--- config.mk ---
export PLATFORM = sky130hd
export DESIGN_NAME = sched_assign_unit
export DESIGN_NICKNAME = d
export VERILOG_FILES = /design/src/rtl/sched_assign_unit.sv
export SDC_FILE = /design/constraint.sdc
export NUM_CORES = 1
export LEC_CHECK = 0
export CORE_MARGIN = 5
export CORE_UTILIZATION = 25
export CTS_BUF_LIST = sky130_fd_sc_hd__clkbuf_4 sky130_fd_sc_hd__clkbuf_8
export CTS_CLUSTER_SIZE = 40
export DETAILED_ROUTE_END_ITERATION = 8
export PLACE_DENSITY_LB_ADDON = 0.08
export SETUP_SLACK_MARGIN = 0.4
export SLEW_MARGIN = 20
export SYNTH_ARGS = -nofsm -noshare
export SYNTH_HDL_FRONTEND = slang
export SYNTH_SLANG_ARGS = --single-unit
export TNS_END_PERCENT = 50
--- constraint.sdc ---
create_clock -name clk -period 4.63 [get_ports clk]
set_clock_uncertainty 0.2 [all_clocks]
set_input_delay 0.926 -clock clk [delete_from_list [all_inputs] [get_ports clk]]
set_output_delay 0.926 -clock clk [all_outputs]
set_load 0.02 [all_outputs]
--- src/rtl/sched_assign_unit.sv ---
// Delayed-assignment scheduler: each request updates dout exactly DELAY clocks later,
// capturing din either at request time (mode 0) or at expiry (mode 1).
module sched_assign_unit #(
  parameter int WIDTH = 8,
  parameter int DELAY = 25,
  parameter int DEPTH = 4
) (
  input  logic             clk,
  input  logic             rst_n,
  input  logic             req,
  input  logic             mode,
  input  logic [WIDTH-1:0] din,
  output logic [WIDTH-1:0] dout,
  output logic             upd,
  output logic             busy,
  output logic             full,
  output logic             ovf
);

  localparam int RW    = $clog2(DELAY + 1);
  localparam int PW    = (DEPTH > 1) ? $clog2(DEPTH) : 1;
  localparam int CW    = $clog2(DEPTH + 1);
  localparam int NSLOT = 2 ** PW;
  localparam logic [RW-1:0] REM_INIT = RW'(DELAY - 1);
  localparam logic [PW-1:0] PTR_LAST = PW'(DEPTH - 1);
  localparam logic [CW-1:0] CNT_FULL = CW'(DEPTH);

  // Storage is rounded up to a power of two so pointer indexing is always in range;
  // pointers still wrap at DEPTH, so any extra slots stay unused.
  logic [NSLOT-1:0] vld;
  logic [NSLOT-1:0] ent_mode;
  logic [WIDTH-1:0] ent_data [NSLOT];
  logic [RW-1:0]    ent_rem  [NSLOT];
  logic [PW-1:0]    rd_ptr;
  logic [PW-1:0]    wr_ptr;
  logic [CW-1:0]    count;
  logic             retire;
  logic             accept;

  function automatic logic [PW-1:0] ptr_next(input logic [PW-1:0] p);
    return (p == PTR_LAST) ? '0 : p + 1'b1;
  endfunction

  assign busy   = (count != '0);
  assign full   = (count == CNT_FULL);
  assign retire = vld[rd_ptr] && (ent_rem[rd_ptr] == '0);
  assign accept = req && (!full || retire);

  always_ff @(posedge clk or negedge rst_n) begin
    if (!rst_n) begin
      dout     <= '0;
      upd      <= 1'b0;
      ovf      <= 1'b0;
      vld      <= '0;
      ent_mode <= '0;
      rd_ptr   <= '0;
      wr_ptr   <= '0;
      count    <= '0;
      for (int i = 0; i < NSLOT; i++) begin
        ent_data[i] <= '0;
        ent_rem[i]  <= '0;
      end
    end else begin
      upd <= retire;
      ovf <= req && !accept;

      for (int i = 0; i < NSLOT; i++) begin
        if (vld[i] && (ent_rem[i] != '0)) ent_rem[i] <= ent_rem[i] - 1'b1;
      end

      if (retire) begin
        dout        <= ent_mode[rd_ptr] ? din : ent_data[rd_ptr];
        vld[rd_ptr] <= 1'b0;
        rd_ptr      <= ptr_next(rd_ptr);
      end

      // Placed after the retire so a slot freed and refilled on the same edge ends up valid.
      if (accept) begin
        vld[wr_ptr]      <= 1'b1;
        ent_mode[wr_ptr] <= mode;
        ent_data[wr_ptr] <= din;
        ent_rem[wr_ptr]  <= REM_INIT;
        wr_ptr           <= ptr_next(wr_ptr);
      end

      case ({accept, retire})
        2'b10:   count <= count + 1'b1;
        2'b01:   count <= count - 1'b1;
        default: count <= count;
      endcase
    end
  end

endmodule

# Word-level counts from Yosys, hierarchy flattened
# Index checks and enable logic that the tools add are counted.
[totals] register_bits=77 out_inout_bits=12
[classes] addsub=8 order_cmp=7 n_eq_ne=5 muxes=31 bitwise=8 n_reduce_logical=20
[ops] op="2-to-1 mux 5 bit" count=7
[ops] op="bitwise mux 32 bit" count=1
[ops] op="2-to-1 mux 8 bit" count=4
[ops] op="2-to-1 mux 20 bit" count=1
[ops] op="nonzero test 5 bit" count=4
[ops] op="subtractor 5 x 1 -> 5 bit, second input constant" count=4
[ops] op="binary-select mux 8 bit (select 2 bit)" count=1
[ops] op="demux 8 bit (select 2 bit)" count=1
[ops] op="bitwise AND 12 bit" count=1
[ops] op="inverter 12 bit" count=1
[ops] op="binary-select mux 5 bit (select 2 bit)" count=1
[ops] op="demux 5 bit (select 2 bit)" count=1
[ops] op="logical AND 1 bit" count=10
[ops] op="2-to-1 mux 4 bit" count=2
[ops] op="OR 8 bit" count=1
[ops] op="== test 2 bit, second input constant" count=3
[ops] op=">= comparator 3 bit, second input constant" count=2
[ops] op="less-than comparator 2 x 3 -> 1 bit, second input constant" count=2
[ops] op="inverter 2 -> 3 bit" count=2
[ops] op="case mux 3 bit (2 select lines)" count=1
[ops] op="zero test 5 bit" count=1
[ops] op="adder 2 x 1 -> 2 bit, second input constant" count=2
[ops] op="bitwise AND 4 bit" count=1
[ops] op="binary-select mux 1 bit (select 2 bit)" count=2
[ops] op="other kinds (16)" count=23

# Longest topological paths before layout
[logic_depth] ltp_word=10 depth_mapped=14

# Least setup slack after synthesis
# OpenSTA, ideal clock, no wires.
[synth_timing] path_type="register to register" startpoint="reg rd_ptr[0]" endpoint="reg count[1]" setup_ps=125 arrival_time_ps=2645 required_ps=4305 setup_slack_ps=1660 path_stages_with_launch=12 n_path_buf=3 synth_period_minus_slack_ps=2970 path_cell_list="dfrtp_1 > buf_6 > nor4_2 > nand3_1 > a211o_2 > and2_0 > clkbuf_1 > buf_2 > inv_1 > ha_1 > fa_1 > mux2_2"
[synth_between] elab_chain_cells=10
[synth_rtl] element="start: declaration" line="34" rtl="logic [PW-1:0] rd_ptr;"
[synth_rtl] element="start signal: assignment" line="74" rtl="rd_ptr <= ptr_next(rd_ptr);"
[synth_rtl] element="inverter 2 -> 3 bit (not written as such)" line="46" rtl="assign retire = vld[rd_ptr] && (ent_rem[rd_ptr] == '0);"
[synth_rtl] element="binary-select mux 5 bit (select 2 bit)" line="46"
[synth_rtl] element="2-to-1 mux 5 bit (not written as such) (2 in series)" line="46"
[synth_rtl] element="zero test 5 bit" line="46"
[synth_rtl] element="logical AND 1 bit (*)" line="46"
[synth_rtl] element="net retire" line="37" rtl="logic retire;"
[synth_rtl] element="logical OR 1 bit" line="47" rtl="assign accept = req && (!full || retire);"
[synth_rtl] element="logical AND 1 bit" line="47"
[synth_rtl] element="== test 2 x 1 -> 1 bit or == test 2 bit (tied branches)" line="86" rtl="case ({accept, retire})"
[synth_rtl] element="case mux 3 bit (2 select lines) or nonzero test 2 bit (tied branches)"
[synth_rtl] element="end signal: assignment" line="87" rtl="2'b10: count <= count + 1'b1;"
[synth_rtl] element="end signal: assignment" line="88" rtl="2'b01: count <= count - 1'b1;"
[synth_rtl] element="end signal: assignment" line="89" rtl="default: count <= count;"
[synth_rtl] element="end: declaration" line="36" rtl="logic [CW-1:0] count;"
# Mark *: on every way through the listed nets, which the timed path passes. The rest lies on a longest branch. The select of a mux whose other input is x is not followed.
# A chain may end at the register's enable or synchronous reset.

# Final worst setup path
[layout_timing] startpoint="reg count[1]" endpoint="out full"
[layout_between] elab_chain_cells=1
[layout_rtl] element="== test 3 bit" line="45" rtl="assign full = (count == CNT_FULL);"
[layout_rtl] element="end: declaration" line="16" rtl="output logic full,"
# No other way between the ends.

==> impl_metrics.py <==
metrics = {
    "power": {
        "p_per_area_mw_per_mm2": 723,
        "ir_drop_v": 0.000210,
        "p_leak_nw": 1.89,
    },
    "die": {
        "pin_count": 24,
        "die_x_um": 133,
        "die_area_mm2": 0.0176,
        "core_region_area_mm2": 0.0146,
        "start_util_pct": 25.7,
        "die_h_um": 133,
        "row_count": 44,
    },
    "synth": {
        "synth-simple-area-share_pct": 8.69,
        "synth_cell_type_count": 44,
        "synth_top_family_by_area": "multiplexers",
        "synth-adder-area-share_pct": 4.86,
        "yosys_warnings": 0,
        "synthMuxAreaShare_pct": 20.4,
        "synth_area_per_cell_um2": 12.6,
        "ys_ff_latch": 77,
        "synth_common_cells": "dfrtp_1, mux2_2, nand2_1",
        "synthXorXnorAreaFrac_pct": 3.26,
        "synthArstFlopShare_pct": 100,
        "synth_top_area_share_pct": 51.2,
        "yosys-top-cells-area": "dfrtp_1, mux2_2, mux4_2",
        "syn_area_mm2": 0.00376,
        "synthCells": 299,
        "yosysMostFrequentCell": "dfrtp_1",
        "synth_edf_count": 0,
        "synth_area_leader_cell": "dfrtp_1",
        "synth_fp_nets": 325,
        "synth_flop_cell": "dfrtp_1",
        "ys_seq_area_share_pct": 51.2,
        "synth_compound_area_share_pct": 7.62,
    },
    "routing": {
        "via_per_inst": 4.54,
        "wire_per_inst_um": 16.6,
        "first_pass_iters": 5,
        "postRouteAntennaNets": 0,
        "vias": 2336,
        "post-route-drc-count": 0,
        "wl_um": 8530,
        "drt_iter0_drc": 105,
    },
    "cells_and_area": {
        "multiInputGateArea_mm2": 0.00169,
        "layout.area.seq_mm2": 0.00193,
        "fin_util_pct": 30.1,
        "final_area_mm2": 0.00440,
        "antennaDiodeCount": 0,
        "fillers": 1516,
        "instances_no_fill": 515,
        "fin_nets": 352,
        "drive_gt1_share_pct": 26.0,
        "syn_to_final_growth_pct": 17.1,
    },
    "critical_path": {
        "arrival_ps": 2230,
        "crit_path_start_kind": "register",
        "path_cells": "nor3b_2, clkdlybuf4s50_1",
        "critPathTopFamily": "buffers and inverters",
        "end_kind": "output pin",
        "max_stage_delay_ps": 740,
        "critPathKind": "reg2out",
        "required_ps": 3500,
        "cpMaxStageDelayCell": "clkdlybuf4s50_1",
        "path_buf_inv": 1,
        "cp_max_fo": 10,
    },
    "place": {
        "place_area_mm2": 0.00418,
        "port_buffers": 23,
        "gp_congestion": 0.686,
        "post-place-cells": 499,
        "dp.final_hpwl_um": 5600,
    },
    "timing": {
        "finalHoldViolCount": 0,
        "slew_headroom_pct": 35.5,
        "clock.fmax_ghz": 0.298,
        "worst_pin_slew_ps": 964,
        "period_needed_ps": 3350,
        "slew_violations": 0,
        "rsz0062_at_grt": "no",
        "period_share_pct": 72.4,
        "tns_ps": 0,
        "setup_viol": 0,
    },
    "run": {
        "maxCapViolCount": 0,
    },
    "global_routing": {
        "grt_max_degree": 78,
        "overflow": 0,
        "antenna_found_initial": 0,
        "grt_pass1_vias": 2529,
        "global_route.usage.total_pct": 10.6,
        "grt_first_pass_wirelength_um": 14300,
    },
    "clocking": {
        "htree_levels": 3,
        "clk_pin_slew_ps": 80,
        "hold_buffers": 0,
        "insertion_delay_ps": 360,
        "cts_made_buffers": 9,
        "ctsResizeCount": 0,
        "cts_tree": "built",
        "cts_buffer_depth": 2,
        "cts_root_buf": "clkbuf_8",
        "postCtsSetupBuffers": 0,
        "clock_sinks": 77,
    },
    "worst_hold_path": {
        "min-delay-path-class": "reg2reg",
    },
    "status": {
        "outcome": "complete, no violations",
    },
}
flip-flops by register name, summed over array words and instances, names as in the netlist, 2 cells and up:
signal and cells:
count 3, dout 8, ent_data 32, ent_mode 4, ent_rem 20, rd_ptr 2
vld 4, wr_ptr 2
worst reg2reg max path, stage by stage, from the launching register on:
cell     delay [ps]
dfrtp_1         740
inv_1           190
nand4_1         110
a211o_1         590
and2_0          260
inv_1            70
ha_1            230
fa_1            390
xnor2_1         130
nor2_1          110
xor2_1          140
cell families (layout without fill, tap and decap cells):
logic type / count (synthesis) / count (layout)
DFF: 77 / 77
and+or+nand+nor: 66 / 66
muxes: 59 / 59
AOI/OAI and AO/OA: 38 / 38
buffers and inverters: 31 / 63
adders and majority gates: 14 / 14
xor gates and xnor gates: 14 / 14
per-layer routing:
metal  wire length, um  part of all wire (%)  track usage [%]  vias to the layer above
li1                  -                     -                -                     1106
met1              4220                    49             13.9                     1197
met2              3950                    46             16.6                       22
met3               179                   2.1             2.20                       11
met4               181                   2.1             5.20                        0
met5                 0                     0                0                        -
metrics by stage:
step / power, mW / hold WS [ps] / worst slack [ps]
2_1_floorplan: 2.27 / 245 / 1660
3_3_place_gp: 2.67 / 274 / 1350
3_5_place_dp: 2.68 / 278 / 1350
4_1_cts: 3.26 / 288 / 1250
5_1_grt: 3.45 / 302 / 1110
6_report: 3.19 / 286 / 1280
area by class of cell:
class	instances	share of cell area (%)
sequential	77	43.8
multi-input combinational	191	38.3
timing repair buffer	29	6.28
tap	184	5.23
clock buffer	13	3.92
inverter	18	1.53
clock inverter	3	0.966
final timing paths:
check	from	end	slack, ps	cells after the start
worst min-delay path	count[2]$_DFFE_PN0P_	count[2]$_DFFE_PN0P_	290	1
max in group asynchronous	rst_n	wr_ptr[0]$_DFFE_PN0N_	3290	1
worst max-delay path	count[1]$_DFFE_PN0P_	full	1280	2
worst min register to register	count[2]$_DFFE_PN0P_	count[2]$_DFFE_PN0P_	290	1
min in group asynchronous	rst_n	ent_rem[0]$_DFF_PN0_	390	1
worst max register to register	rd_ptr[0]$_DFFE_PN0P_	count[2]$_DFFE_PN0P_	1410	10
power breakdown:
group / switching [mW] / leakage, nW / internal, mW
Sequential: 0.262 / 0.897 / 1.01
Clock: 0.256 / 0.109 / 0.299
Combinational: 0.619 / 0.887 / 0.738
cell usage in the layout (no fill, tap or decap), types with 3 or more instances in the layout:
| master | n |
|---|---|
| dfrtp_1 | 77 |
| mux2_2 | 36 |
| clkdlybuf4s50_1 | 22 |
| nand2_1 | 21 |
| inv_1 | 18 |
| nor2_1 | 16 |
| o21ai_0 | 14 |
| ha_1 | 13 |
| clkbuf_8 | 12 |
| nand3_1 | 11 |
| mux2i_1 | 10 |
| xnor2_1 | 9 |
| mux4_2 | 9 |
| buf_4 | 6 |
| xor2_1 | 5 |
| a31o_2 | 4 |
| a2bb2oi_1 | 4 |
| mux2_4 | 4 |
| nor4_1 | 3 |
| or3b_2 | 3 |
| a31oi_2 | 3 |
Note: power is estimated with default switching activity, not from simulation.
